File: src/rtl/hc194_pkg.sv
// rtl/hc194_pkg.sv - shared op/state enums and count-width helper for the HC194 sequencer
package hc194_pkg;

    // Op codes double as the HC194 S mode-select code
    typedef enum logic [1:0] {
        OP_HOLD = 2'b00,
        OP_SHR  = 2'b01,
        OP_SHL  = 2'b10,
        OP_LOAD = 2'b11
    } op_e;

    typedef enum logic [1:0] {
        ST_IDLE,
        ST_RUN,
        ST_SETTLE,
        ST_RESP
    } state_e;

    // Width of a counter able to hold 0..data_w inclusive
    function automatic int cnt_width(input int data_w);
        return $clog2(data_w + 1);
    endfunction

endpackage

File: src/rtl/hc194_seq_if.sv
// rtl/hc194_seq_if.sv - command/response handshake bundle between host and sequencer
interface hc194_seq_if #(
    parameter int DATA_W = 16
);
    import hc194_pkg::*;

    localparam int CNT_W = cnt_width(DATA_W);

    logic              cmd_valid;
    logic              cmd_ready;
    logic [1:0]        cmd_op;
    logic [CNT_W-1:0]  cmd_cnt;
    logic [DATA_W-1:0] cmd_data;
    logic              rsp_valid;
    logic              rsp_ready;
    logic [3:0]        rsp_data;
    logic              rsp_err;

    modport master (
        output cmd_valid, cmd_op, cmd_cnt, cmd_data, rsp_ready,
        input  cmd_ready, rsp_valid, rsp_data, rsp_err
    );

    modport slave (
        input  cmd_valid, cmd_op, cmd_cnt, cmd_data, rsp_ready,
        output cmd_ready, rsp_valid, rsp_data, rsp_err
    );

endinterface

File: src/rtl/hc194_model.sv
// rtl/hc194_model.sv - shadow copy of the HC194 register driven from the same mode pins
module hc194_model
    import hc194_pkg::*;
(
    input  logic       Clk,
    input  logic       MR,
    input  logic [1:0] s,
    input  logic       dsr,
    input  logic       dsl,
    input  logic [3:0] d,
    output logic [3:0] q
);

    // Apply the HC194 mode rules on the same edge the real part does
    always_ff @(posedge Clk) begin
        if (MR) begin
            q <= 4'h0;
        end else begin
            case (op_e'(s))
                OP_HOLD: q <= q;
                OP_SHR:  q <= {q[2:0], dsr};
                OP_SHL:  q <= {dsl, q[3:1]};
                OP_LOAD: q <= d;
                default: q <= q;
            endcase
        end
    end

endmodule

File: src/rtl/hc194_seq.sv
// rtl/hc194_seq.sv - HC194 command sequencer; optional shadow checker under HC194_SEQ_CHECK_EN
module hc194_seq
    import hc194_pkg::*;
#(
    parameter int DATA_W = 16
) (
    input  logic        Clk,
    input  logic        MR,
    hc194_seq_if.slave  bus,
    output logic        err,
    output logic        hc_mr_n,
    output logic [1:0]  hc_s,
    output logic        hc_dsr,
    output logic        hc_dsl,
    output logic [3:0]  hc_d,
    input  logic [3:0]  hc_q
);

    localparam int               CNT_W   = cnt_width(DATA_W);
    localparam logic [CNT_W-1:0] CNT_MAX = CNT_W'(DATA_W);
    localparam logic [CNT_W-1:0] CNT_ONE = CNT_W'(1);

    state_e            state;
    op_e               op_q;
    logic [CNT_W-1:0]  rem;
    logic [DATA_W-1:0] sr;
    op_e               cmd_op;
    logic [CNT_W-1:0]  cnt_eff;
    logic              mismatch;

    assign cmd_op  = op_e'(bus.cmd_op);
    assign cnt_eff = (bus.cmd_cnt > CNT_MAX) ? CNT_MAX : bus.cmd_cnt;

`ifdef HC194_SEQ_CHECK_EN
    logic [3:0] shadow_q;

    hc194_model u_model (
        .Clk (Clk),
        .MR  (MR),
        .s   (hc_s),
        .dsr (hc_dsr),
        .dsl (hc_dsl),
        .d   (hc_d),
        .q   (shadow_q)
    );

    assign mismatch = (hc_q != shadow_q);

    // Flag a readback that disagrees with the shadow; err is sticky until MR
    always_ff @(posedge Clk) begin
        if (MR) begin
            bus.rsp_err <= 1'b0;
            err         <= 1'b0;
        end else if (state == ST_SETTLE) begin
            bus.rsp_err <= mismatch;
            err         <= err | mismatch;
        end
    end
`else
    assign mismatch    = 1'b0;
    assign bus.rsp_err = mismatch;
    assign err         = mismatch;
`endif

    // Sequencer FSM; every HC194 pin and handshake output is registered here
    always_ff @(posedge Clk) begin
        if (MR) begin
            state         <= ST_IDLE;
            op_q          <= OP_HOLD;
            rem           <= '0;
            sr            <= '0;
            hc_mr_n       <= 1'b0;
            hc_s          <= 2'b00;
            hc_dsr        <= 1'b0;
            hc_dsl        <= 1'b0;
            hc_d          <= 4'h0;
            bus.cmd_ready <= 1'b0;
            bus.rsp_valid <= 1'b0;
            bus.rsp_data  <= 4'h0;
        end else begin
            hc_mr_n <= 1'b1;
            case (state)
                ST_IDLE: begin
                    if (bus.cmd_valid && bus.cmd_ready) begin
                        bus.cmd_ready <= 1'b0;
                        op_q          <= cmd_op;
                        if (cmd_op == OP_LOAD) begin
                            hc_s  <= OP_LOAD;
                            hc_d  <= bus.cmd_data[3:0];
                            rem   <= '0;
                            state <= ST_RUN;
                        end else if (cnt_eff == '0) begin
                            state <= ST_SETTLE;
                        end else begin
                            // Bit 0 goes out with the mode; the rest shift down one per cycle
                            hc_s   <= cmd_op;
                            hc_dsr <= (cmd_op == OP_SHR) && bus.cmd_data[0];
                            hc_dsl <= (cmd_op == OP_SHL) && bus.cmd_data[0];
                            sr     <= bus.cmd_data >> 1;
                            rem    <= cnt_eff - CNT_ONE;
                            state  <= ST_RUN;
                        end
                    end else begin
                        bus.cmd_ready <= 1'b1;
                    end
                end
                ST_RUN: begin
                    if (rem == '0) begin
                        hc_s   <= 2'b00;
                        hc_dsr <= 1'b0;
                        hc_dsl <= 1'b0;
                        hc_d   <= 4'h0;
                        state  <= ST_SETTLE;
                    end else begin
                        rem    <= rem - CNT_ONE;
                        hc_dsr <= (op_q == OP_SHR) && sr[0];
                        hc_dsl <= (op_q == OP_SHL) && sr[0];
                        sr     <= sr >> 1;
                    end
                end
                ST_SETTLE: begin
                    bus.rsp_data  <= hc_q;
                    bus.rsp_valid <= 1'b1;
                    state         <= ST_RESP;
                end
                ST_RESP: begin
                    if (bus.rsp_ready) begin
                        bus.rsp_valid <= 1'b0;
                        bus.cmd_ready <= 1'b1;
                        state         <= ST_IDLE;
                    end
                end
                default: state <= ST_IDLE;
            endcase
        end
    end

endmodule

File: src/flat_wrapper.sv
// flat-port wrapper written by rule: the top's interface ports become plain ports
module hc194_seq_flat import hc194_pkg::*;
#(
    parameter int DATA_W = 16
)
  (Clk, MR, err, hc_mr_n, hc_s, hc_dsr, hc_dsl, hc_d, hc_q, bus_cmd_valid, bus_cmd_op, bus_cmd_cnt, bus_cmd_data, bus_rsp_ready, bus_cmd_ready, bus_rsp_valid, bus_rsp_data, bus_rsp_err);
  hc194_seq_if #(.DATA_W(DATA_W)) bus_i ();
  input  logic Clk;
  input  logic MR;
  output logic err;
  output logic hc_mr_n;
  output logic [1:0] hc_s;
  output logic hc_dsr;
  output logic hc_dsl;
  output logic [3:0] hc_d;
  input  logic [3:0] hc_q;
  input wire logic [$bits(bus_i.cmd_valid)-1:0] bus_cmd_valid;
  input wire logic [$bits(bus_i.cmd_op)-1:0] bus_cmd_op;
  input wire logic [$bits(bus_i.cmd_cnt)-1:0] bus_cmd_cnt;
  input wire logic [$bits(bus_i.cmd_data)-1:0] bus_cmd_data;
  input wire logic [$bits(bus_i.rsp_ready)-1:0] bus_rsp_ready;
  output wire logic [$bits(bus_i.cmd_ready)-1:0] bus_cmd_ready;
  output wire logic [$bits(bus_i.rsp_valid)-1:0] bus_rsp_valid;
  output wire logic [$bits(bus_i.rsp_data)-1:0] bus_rsp_data;
  output wire logic [$bits(bus_i.rsp_err)-1:0] bus_rsp_err;
  assign bus_i.cmd_valid = bus_cmd_valid;
  assign bus_i.cmd_op = bus_cmd_op;
  assign bus_i.cmd_cnt = bus_cmd_cnt;
  assign bus_i.cmd_data = bus_cmd_data;
  assign bus_i.rsp_ready = bus_rsp_ready;
  assign bus_cmd_ready = bus_i.cmd_ready;
  assign bus_rsp_valid = bus_i.rsp_valid;
  assign bus_rsp_data = bus_i.rsp_data;
  assign bus_rsp_err = bus_i.rsp_err;
  hc194_seq #(.DATA_W(DATA_W)) u_core (.Clk(Clk), .MR(MR), .bus(bus_i), .err(err), .hc_mr_n(hc_mr_n), .hc_s(hc_s), .hc_dsr(hc_dsr), .hc_dsl(hc_dsl), .hc_d(hc_d), .hc_q(hc_q));
endmodule
File: config.mk
export PLATFORM = sky130hd
export DESIGN_NAME = hc194_seq_flat
export DESIGN_NICKNAME = d
export VERILOG_FILES = /design/src/rtl/hc194_pkg.sv /design/src/rtl/hc194_seq_if.sv /design/src/rtl/hc194_model.sv /design/src/rtl/hc194_seq.sv /design/src/flat_wrapper.sv
export SDC_FILE = /design/constraint.sdc
export NUM_CORES = 1
export LEC_CHECK = 0
export ABC_AREA = 1
export CAP_MARGIN = 25
export CORE_MARGIN = 1.5
export CORE_UTILIZATION = 35
export DETAILED_ROUTE_END_ITERATION = 8
export PLACE_DENSITY = 0.63
export SYNTH_ARGS = -nofsm -noshare
export SYNTH_HDL_FRONTEND = slang
export SYNTH_HIERARCHICAL = 1
export SYNTH_SLANG_ARGS = --single-unit
File: constraint.sdc
create_clock -name Clk -period 2.43 [get_ports Clk]
set_input_delay 0.243 -clock Clk [delete_from_list [all_inputs] [get_ports Clk]]
set_output_delay 0.243 -clock Clk [all_outputs]
set_load 0.05 [all_outputs]
==> summary.md, run 1 <==
| Metric | Value |
|---|---|
| Post-CTS Resized | 0 |
| Gpl congestion | 0.7703 |
| Synth Area in Compound Gates | roughly 10% |
| Critical Path Start Type | flip-flop |
| Final setup viols | 0 |
| Worst VDD drop | between 0.0005 and 0.0006 V |
| Syn-to-layout area delta | 27.29% |
| CTS Buf Count | 5 |
| Post-synthesis sequential area ratio | a little over a third |
| Post-DP Area | approximately 2800 um2 |
| Crit path max fanout | 17 |
| Final Skew | 0.008315 ns |
| RSZ-0062 raised after global routing | false |
| Met3 Routed Length | between 200 and 300 um |
| Boundary pin count | 48 |
| Detailed-route via count | between 2000 and 2500 |
| Vias in the first global route | between 2000 and 2500 |
| Largest net degree at the start of global routing | 22 |
| Synth Area in XOR/XNOR | 0% |
| Post-synthesis mux area share | 0% |
| Router iterations before antenna repair | 4 |
| Routed length on met2 | roughly 2400 um |
| Worst-Margin Slew | about 0.66 ns |
| HPWL after DPL | roughly 3800 um |
| Power density over the cells | ~1000 nW/um2 |
| Total Routing Usage GR | approximately 16% |
| Synth Cell Area | between 2000 and 2500 um2 |
| Initial drt markers | about 130 |
| Nature of the critical path endpoint | flip-flop |
| Cell at the root of the clock tree | clkbuf_8 |
| Highest metal layer with signal wires | met4 |
| DRC Markers | 0 |
| Fin crit period | roughly 2.0 ns |
| GR Overflow Total | 0 |
| Final slew viol count | 0 |
| Critical path class | flip-flop to flip-flop |
| TritonCTS clock tree | built |
| Status | completed |
| Post-Place Worst Slack | roughly 0.15 ns |
| Antenna Violating Nets Remaining | 0 |
| Crit-path max cell delay | roughly 0.49 ns |
| Hold slack | 0.4671 ns |
| PnR worst setup slack | ~0.46 ns |
| CTS H-tree depth | 2 |
| Post-Synth Adder-Cell Area | under 10% |
| Worst Path Required | 2.64 ns |
| Setup TNS | 0 ns |
| Core ar. | around 6300 um2 |
| Post-route cell area | between 2000 and 3000 um2 |
| Num rows | 29 |
| Hold Path Class | flip-flop to flip-flop |
| Slowest library cell on the worst path | ha_1 |
| Clock Tree Buf Depth | 2 |
| Initial antenna violation count | 0 |
| Lkg Pwr | about 1.3 nW |
| # hold bufs at CTS | 0 |
| Largest family of logic cells by synthesized area | simple AND/OR/NAND/NOR gates |
| Die width | slightly above 80 um |
| First-pass GRT wire length | 8970 um |
| Met1 wire length | ~2600 um |
| Worst EP arrival | 2.19 ns |
| Clock Latency Late Sink | between 0.2 and 0.3 ns |
| Total design power | about 3.0 mW |
| Initial core utilization | between 30% and 40% |
| DR WL/cell | ~12 um |
| Max-slew headroom | 55.86% |
| CP Cell Sequence | inv_1, ha_1, nand4_4, nand3_4, nand2_1, a21oi_1 |
| Antenna Diode Count | 0 |
| Vias/cell | around 4.9 |
| Fillers | between 600 and 700 |
| Die Y-Extent | around 83 um |
| Share of post-route cells with drive strength above 1 | between 9 and 10% |
| Setup bufs post-CTS | 0 |
| I/O Buffers | between 40 and 50 |
| Peak Freq | 506.6 MHz |
| Post-synth cell types | 25 |
| Routed Wire Length | 5301 um |
| Tcrit/Tclk final | 81.23% |
| Final Hold Fails | 0 |
| Syn Area/Cell | approximately 6.7 um2 |
| Clk sinks | 39 |
| # nets final | between 400 and 500 |
| Full die area | ~6900 um2 |
| CTS clk-pin slew, worst paths | roughly 0.08 ns |
| Simple-Gate Fraction of Synth Area | between 40% and 50% |
| Yosys reg bits | 39 |
| Synth warnings | 6 |
| Post-Syn Instances | about 340 |
| MaxCap Viol Count | 0 |
## worst max-delay path: cells and delay by family, from the launching register on
kind | cells | cell delay (ns)
simple gates | 3 | 0.81
fa+ha+maj | 1 | 0.49
flops | 1 | 0.35
compound gates | 1 | 0.15
buf+inv | 1 | 0.09
## layout make-up
type / instances / area [um2] / area share (%)
Clock buffer: 7 / 96.34 / 3.362
Clock inverter: 1 / 7.507 / 0.2620
Inverter: 36 / 135.1 / 4.716
Multi-Input combinational cell: 247 / 1241 / 43.32
Sequential cell: 39 / 780.7 / 27.25
Tap cell: 77 / 96.34 / 3.362
Timing Repair Buffer: 51 / 508.0 / 17.73
## where the power goes
| part | switching, mW | internal [mW] |
|---|---|---|
| sequential | 0.113 | 0.821 |
| combinational | 1.02 | 0.541 |
| clock | 0.230 | 0.258 |
| total | 1.36 | 1.62 |
## layer usage
metal / vias up / track usage [%]
met5: - / 0
met4: 0 / 5.909
met3: 6 / 3.479
met2: 49 / 24.69
met1: 1009 / 21.05
li1: 1166 / -
## kinds of logic (layout without fill, tap and decap cells)
group / Yosys count / count (layout)
AO/OA/AOI/OAI: 43 / 43
adder cells (fa/ha/maj): 7 / 7
buffers and inverters: 51 / 95
flip-flops: 39 / 39
other: 1 / 2
AND/OR/NAND/NOR: 195 / 195
## metrics by stage
step,instances,util (%)
after floorplan,337,-
after global placement,450,43.99
after detailed placement,450,43.99
after CTS,458,45.64
after global routing,458,45.64
final,458,45.64
## state kept, by name, indices dropped and copies added, names as in the netlist
| signal | cells |
|---|---|
| u_core/bus.cmd_ready | 1 |
| u_core/sr | 15 |
| u_core/hc_dsr | 1 |
| u_core/state | 2 |
| u_core/bus.rsp_valid | 1 |
| u_core/hc_mr_n | 1 |
| u_core/hc_d | 4 |
| u_core/hc_dsl | 1 |
| u_core/op_q | 2 |
| u_core/bus.rsp_data | 4 |
| u_core/hc_s | 2 |
| u_core/rem | 5 |
## path summary, 6_finish.rpt
check	start	to	slack (ns)	cells after the start
setup / recovery	u_core/state[1]	u_core/sr[14]	0.46	6
hold / removal	u_core/sr[7]	u_core/sr[7]	0.47	2
setup reg to reg	u_core/state[1]	u_core/sr[14]	0.46	6
hold reg to reg	u_core/sr[7]	u_core/sr[7]	0.47	2
## cells in the mapped netlist
library cell / count / share of area [%]
o21ai_0: 13 / 2.9
o22ai_1: 2 / 0.56
or2_2: 1 / 0.28
nand4_4: 1 / 0.94
a31oi_1: 1 / 0.28
buf_2: 6 / 1.3
nand2_4: 2 / 1.0
buf_6: 3 / 1.5
nand4_1: 21 / 5.8
nor2_4: 1 / 0.50
nand3_1: 16 / 3.6
nand2_1: 100 / 17
ha_1: 7 / 3.9
inv_1: 35 / 5.8
nand2_2: 8 / 2.2
a21oi_1: 26 / 5.8
dfxtp_1: 39 / 35
nor2_2: 3 / 0.83
conb_1: 1 / 0.17
buf_4: 3 / 1.0
o21ai_4: 1 / 0.72
nand3_4: 3 / 2.3
clkbuf_1: 3 / 0.50
nor2_1: 39 / 6.5
inv_2: 1 / 0.17
## cells in the final DEF, fill, tap and decap left out, types with 3 or more instances in the layout
| master | n |
|---|---|
| a21oi_1 | 26 |
| buf_4 | 5 |
| clkbuf_8 | 7 |
| clkdlybuf4s50_1 | 45 |
| dfxtp_1 | 39 |
| ha_1 | 7 |
| inv_1 | 35 |
| nand2_1 | 100 |
| nand2_2 | 8 |
| nand3_1 | 16 |
| nand3_4 | 3 |
| nand4_1 | 21 |
| nor2_1 | 39 |
| nor2_2 | 3 |
| o21ai_0 | 13 |
No activity file was read; power rests on OpenSTA's default activity.
==> run 2: changes to the inputs <==
==> constraint.sdc (replaced) <==
create_clock -name Clk -period 2 [get_ports Clk]
set_input_delay 0.2 -clock Clk [delete_from_list [all_inputs] [get_ports Clk]]
set_output_delay 0.2 -clock Clk [all_outputs]
set_load 0.05 [all_outputs]
==> run 2 against run 1 <==
- power grew 22%
- count of clock-buffer cells in the layout is the same
- flip-flop and latch count is the same
- sequential power grew 22%
- clock skew shrank 0.0025 ns
- clock power grew 20%
- routed wire length grew 1.1%
- global-route usage is essentially flat
- combinational power grew 22%
- critical endpoint is now u_core/rem[3]
- largest cell class unchanged
- largest power group unchanged
==> summary.md, run 2 (synthesized netlist as in run 1, its figures left out) <==
| Metric | Value |
|---|---|
| Share of post-route cells with drive strength above 1 | 11.08% (+1.9 points) |
| Setup TNS | 0 ns (unchanged) |
| MaxCap Viol Count | 0 (unchanged) |
| Crit path max-delay family | simple AND/OR/NAND/NOR gates |
| CP Cell Sequence | clkdlybuf4s50_1, nor2_1, nand2_1, nand2_1, nand2_1, ha_1, inv_1, nor2_4, nand4_1, nand3_4, nand2_1, nand2_1, nor2_1 |
| Hold Path Class | flip-flop to flip-flop |
| Antenna Violating Nets Remaining | 0 (unchanged) |
| Cell at the root of the clock tree | clkbuf_8 |
| Clk sinks | 39 (unchanged) |
| HPWL after DPL | 3806 um (-0.97%) |
| Slowest library cell on the worst path | clkdlybuf4s50_1 |
| Number of flip-flops in the largest register | 15 (unchanged) |
| Flop pwr share | 31.3% (about the same) |
| Vias/cell | 4.798 (-1.5%) |
| Fillers | 652 (-2.0%) |
| DR WL/cell | 11.52 um (-0.46%) |
| Initial core utilization | 35.86% (unchanged) |
| Int Power | 1.976 mW (+22%) |
| CTS clk-pin slew, worst paths | 0.07 ns (about the same) |
| Switching power | 1.653 mW (+21%) |
| Power density over the cells | 1246 nW/um2 (+20%) |
| GR Overflow Total | 0 (unchanged) |
| Die Y-Extent | 83.20 um (unchanged) |
| Top cell by count, worst path | nand2_1 |
| Syn-to-layout area delta | 29.41% |
| Num rows | 29 (unchanged) |
| Vias in the first global route | 2063 (+2.8%) |
| # nets final | 425 (+1.7%) |
| Worst VDD drop | 0.0006339 V (+7.4%) |
| TritonCTS clock tree | built |
| Clock Latency Late Sink | 0.29 ns (about the same) |
| Nature of the critical path endpoint | flip-flop |
| Critical Path Start Type | input port |
| Final Skew | 0.005803 ns (-0.002513 ns) |
| Antenna Diode Count | 0 (unchanged) |
| Commonest non-fill, non-tap cell in the layout | nand2_1 |
| First-pass GRT wire length | 9039 um (+0.77%) |
| Core ar. | 6277 um2 (unchanged) |
| Boundary pin count | 48 (unchanged) |
| Routed Wire Length | 5357 um (+1.1%) |
| Full die area | 6921 um2 (unchanged) |
| Combinational power share | 52.6% (+0.3 points) |
| Crit-path max cell delay | 0.48 ns (about the same) |
| Buf/Inv on CP | 2 (+1) |
| I/O Buffers | 45 (unchanged) |
| Worst Hold Depth | 2 (unchanged) |
| CTS Buf Count | 5 (unchanged) |
| RR Endpoint | u_core/sr[2] |
| Worst Path Required | 2.18 ns (-0.46 ns) |
| Tcrit/Tclk final | between 90% and 100% |
| Switching Share | 45.55% (-0.13 points) |
| Clock Tree Buf Depth | 2 (unchanged) |
| Reg with most FFs | u_core/sr |
| Initial antenna violation count | 0 (unchanged) |
| Die width | 83.20 um (unchanged) |
| Most frequent cells in the layout | 100 x nand2_1, 45 x clkdlybuf4s50_1, 39 x nor2_1, 39 x dfxtp_1, 35 x inv_1 |
| Final setup viols | 0 (unchanged) |
| Lkg Pwr | 1.286 nW (+2.3%) |
| Crit path max fanout | 8 (-9) |
| Worst EP arrival | 2.05 ns (-0.14 ns) |
| Status | completed |
| Hold Path End | u_core/sr[4] |
| Router iterations before antenna repair | 4 (unchanged) |
| Initial drt markers | 137 (+4.6%) |
| Max-slew headroom | 56.57% (+0.71 points) |
| Largest regs | u_core/sr x15, u_core/rem x5 |
| PnR worst setup slack | 0.1332 ns (-0.3228 ns) |
| CTS H-tree depth | 2 (unchanged) |
| Peak Freq | between 500 and 600 MHz |
| Largest net degree at the start of global routing | 22 (unchanged) |
| Total Routing Usage GR | 15.69% (about the same) |
| Reg2Reg Depth | 7 (+1) |
| Critical path class | input port to flip-flop |
| Hold Startpoint | u_core/sr[4] |
| Post-Place Worst Slack | -0.1696 ns (-0.3156 ns) |
| Detailed-route via count | 2231 (+0.045%) |
| Gpl congestion | 0.7925 (+2.9%) |
| Final slew viol count | 0 (unchanged) |
| Setup slack, reg-to-reg | 0.21 ns (-0.25 ns) |
| DRC Markers | 0 (unchanged) |
| Clock share of power | 16.1% (-0.3 points) |
| Fin crit period | 1.867 ns |
| # hold bufs at CTS | 0 (unchanged) |
| Worst-Margin Slew | 0.6507 ns (-0.01067 ns) |
| Final Hold Fails | 0 (unchanged) |
| Critical R2R Launch | u_core/state[1] |
-- run 2: changes by cell type in the layout (fill, tap and decap cells not counted), sizes merged --
cell and delta:
buf +7
-- run 2: through the flow --
step           power, mW  area (um2)  hold slack, ns  std cells  util (%)
3_3_place_gp       3.024        2794          0.4491        456     44.51
2_1_floorplan      2.573        2255          0.3349        337         -
3_5_place_dp       3.046        2794          0.4562        456     44.51
4_1_cts            3.649        2898          0.4687        464     46.16
5_1_grt            3.922        2913          0.4900        465     46.40
6_report           3.629        2913          0.4651        465     46.40
-- run 2: worst max-delay path by stage --
stage                    startpoint       endpoint  slack, ns  cells past startpoint
6_report             bus_cmd_cnt[0]  u_core/rem[3]       0.13                     13
5_1_grt              bus_cmd_cnt[3]  u_core/rem[3]      -0.01                     13
4_1_cts              bus_cmd_cnt[0]  u_core/rem[3]       0.13                     13
3_5_place_dp         bus_cmd_cnt[0]  u_core/rem[3]      -0.17                     13
3_3_place_gp         bus_cmd_cnt[0]  u_core/rem[4]      -0.04                     13
2_1_floorplan  u_core/bus.cmd_ready  u_core/sr[10]       0.34                      6
-- run 2: layout make-up --
class,count,area (um2),area share [%]
Tap cell,77,96.34,3.308
Clock buffer,7,96.34,3.308
Multi-Input combinational cell,247,1249,42.87
Clock inverter,1,7.507,0.2577
Timing Repair Buffer,58,548.0,18.81
Sequential cell,39,780.7,26.80
Inverter,36,135.1,4.639
-- run 2: timing repair --
action / in CTS / in global routing
resized for setup: 0 / 2
buffers inserted: 0 / 1
endpoints found under the setup margin: 0 / 5
-- run 2: worst register-to-register path, cell delays in order, from the launching register on --
cell and delay [ns]:
dfxtp_1 0.34, inv_1 0.08, ha_1 0.40, nand4_4 0.35, nand3_4 0.33, nand2_1 0.09, inv_1 0.06, nor2_1 0.04
-- run 2: power groups by stage --
stage / combinational, mW / clock, mW / sequential [mW]
after floorplan: 1.14 / 0 / 1.43
after global placement: 1.88 / 0 / 1.15
after detailed placement: 1.90 / 0 / 1.15
after CTS: 1.91 / 0.607 / 1.14
after global routing: 2.12 / 0.641 / 1.16
final: 1.91 / 0.585 / 1.14
-- run 2: metal layers --
layer | routed length, um | up-vias | global-route usage (%)
met5 | 0 | - | 0
met2 | 2450 | 47 | 25.42
met3 | 194 | 2 | 2.684
met4 | 29 | 0 | 4.545
li1 | - | 1174 | -
met1 | 2683 | 1008 | 21.49
==> RTL change, RTL diff (settings of run 2) <==
`DATA_W` is set to 16 in 3 places; all go to 32.
--- a/src/rtl/hc194_seq_if.sv
+++ b/src/rtl/hc194_seq_if.sv
@@ -1,6 +1,6 @@
 // rtl/hc194_seq_if.sv - command/response handshake bundle between host and sequencer
 interface hc194_seq_if #(
-    parameter int DATA_W = 16
+    parameter int DATA_W = 32
 );
     import hc194_pkg::*;
 
--- a/src/rtl/hc194_seq.sv
+++ b/src/rtl/hc194_seq.sv
@@ -2,7 +2,7 @@
 module hc194_seq
     import hc194_pkg::*;
 #(
-    parameter int DATA_W = 16
+    parameter int DATA_W = 32
 ) (
     input  logic        Clk,
     input  logic        MR,
--- a/src/flat_wrapper.sv
+++ b/src/flat_wrapper.sv
@@ -1,7 +1,7 @@
 // flat-port wrapper written by rule: the top's interface ports become plain ports
 module hc194_seq_flat import hc194_pkg::*;
 #(
-    parameter int DATA_W = 16
+    parameter int DATA_W = 32
 )
   (Clk, MR, err, hc_mr_n, hc_s, hc_dsr, hc_dsl, hc_d, hc_q, bus_cmd_valid, bus_cmd_op, bus_cmd_cnt, bus_cmd_data, bus_rsp_ready, bus_cmd_ready, bus_rsp_valid, bus_rsp_data, bus_rsp_err);
   hc194_seq_if #(.DATA_W(DATA_W)) bus_i ();
Ports: changed (resized bus_cmd_cnt and bus_cmd_data); port bits go from 48 to 65. No check against the original RTL was run, so the function may have changed too.
==> RTL change against run 2 <==
Combinational power up 69%; cell area up 37%; routed wire length up 40%; synthesized area up 37%; setup slack better by 0.061 ns; sequential cell count up 17; power up 53%; die area up 35%; largest cell class unchanged; largest power group unchanged.
==> RTL change: results (changes against run 2) <==
vias in the first global route=2917 (was 2063); DP HPWL=5.378 mm (was 3.806 mm); slew margin rel.=63.70% (was 56.57%); r2r setup slk=0.19 ns (was 0.21 ns); beginning of the worst hold path=u_core/sr[9]$_SDFFE_PP0P_ (was u_core/sr[4]$_SDFFE_PP0P_); global-route wire length before repair=12.79 mm (was 9.039 mm); Fillers=909 (was 652); layout cells sized above 1=7.143% (was 11.08%); Buffers on Ports=62 (was 45); Final Net Count=600 (was 425); R2R cell count=10 (was 7); TritonRoute pass-1 iters=5 (was 4); critical path arrival=2.01 ns (was 2.05 ns); crit path from=u_core/state[1]$_SDFFE_PP0P_ (was bus_cmd_cnt[0]); register area share after synthesis=36.48% (was 34.69%); crit-path max FO=18 (was 8); status=complete, no violations (unchanged); Setup WS pre-CTS=0.05308 ns (was -0.1696 ns); DR iter-0 viols=123 (was 137); Synth area leaders=dfxtp_1 (36%), nand2_1 (21%), nand3_1 (7.7%), a21oi_1 (6.5%), nor2_1 (5.7%) (was dfxtp_1 (35%), nand2_1 (17%), nor2_1 (6.5%), inv_1 (5.8%), nand4_1 (5.8%)); Critical Path Max Stage Delay=0.34 ns (was 0.48 ns); worst skew pair latency=0.31 ns (was 0.29 ns); register area=1121 sq um (was 780.7 sq um); GPL Wtd Cong=0.7806 (was 0.7925); GRT Overall Usage=16.15% (was 15.69%); clk slew on worst S/H paths=0.10 ns (was 0.07 ns); Slowest cell on crit path=dfxtp_1 (was clkdlybuf4s50_1); WS Path Type=register to register (was primary input to register)
==> RTL change: cell types whose count changed in the layout (fill, tap and decap cells not counted), sizes merged, moves of 3 or more <==
cell and change:
nand2 +71, nand4 -15, a21oi +14, nand3 +29, clkdlybuf4s50 +17, buf +5, and3 +3, nor3 +4
inv +4, nor2 +9, dfxtp +17
==> RTL change: report_power, final <==
group	total, mW	switching [mW]	internal (mW)
clock network	0.733	0.360	0.372
registers	1.61	0.182	1.42
logic	3.22	2.06	1.16
==> RTL change: cell families (layout without fill, tap and decap cells) <==
kind of cell | Yosys count | after routing | share of synthesized area, %
compound gates | 56 | 56 | 9.202
simple gates | 296 | 296 | 41.49
fa+ha+maj | 7 | 7 | 2.850
buf+inv | 66 | 129 | 9.853
other cells | 1 | 2 | 0.1220
flops | 56 | 56 | 36.48
==> RTL change: tightest hold or removal path, delay by kind of cell (launching register included) <==
kind	cells	cell delay, ns
AO/OA/AOI/OAI	1	0.05
AND/OR/NAND/NOR	1	0.06
flip-flops	1	0.32
==> RTL change: area by class of cell <==
type,count,share of cell area (%)
clock buffers,6,1.822
flip-flops and latches,56,28.14
multi-input cells,361,41.49
repair buffers,80,20.32
clock inverters,2,0.8794
inverters,41,3.957
well taps,108,3.392
==> RTL change: metal layers <==
layer	wire [microns]	part of all wire (%)	track usage, %
met1	3550	47	20.85
met2	3496	47	27.49
met3	407	5.4	3.540
met4	36	0.48	3.790
met5	0	0	0
==> RTL change: per-stage QoR <==
| stage | instance area, sq um | std cells | hold slack [ns] |
|---|---|---|---|
| floorplan | 3077 | 483 | 0.3349 |
| global placement | 3869 | 646 | 0.4458 |
| detailed placement | 3869 | 646 | 0.4504 |
| CTS | 3976 | 654 | 0.4626 |
| global route | 3984 | 654 | 0.4800 |
| finish | 3984 | 654 | 0.4641 |
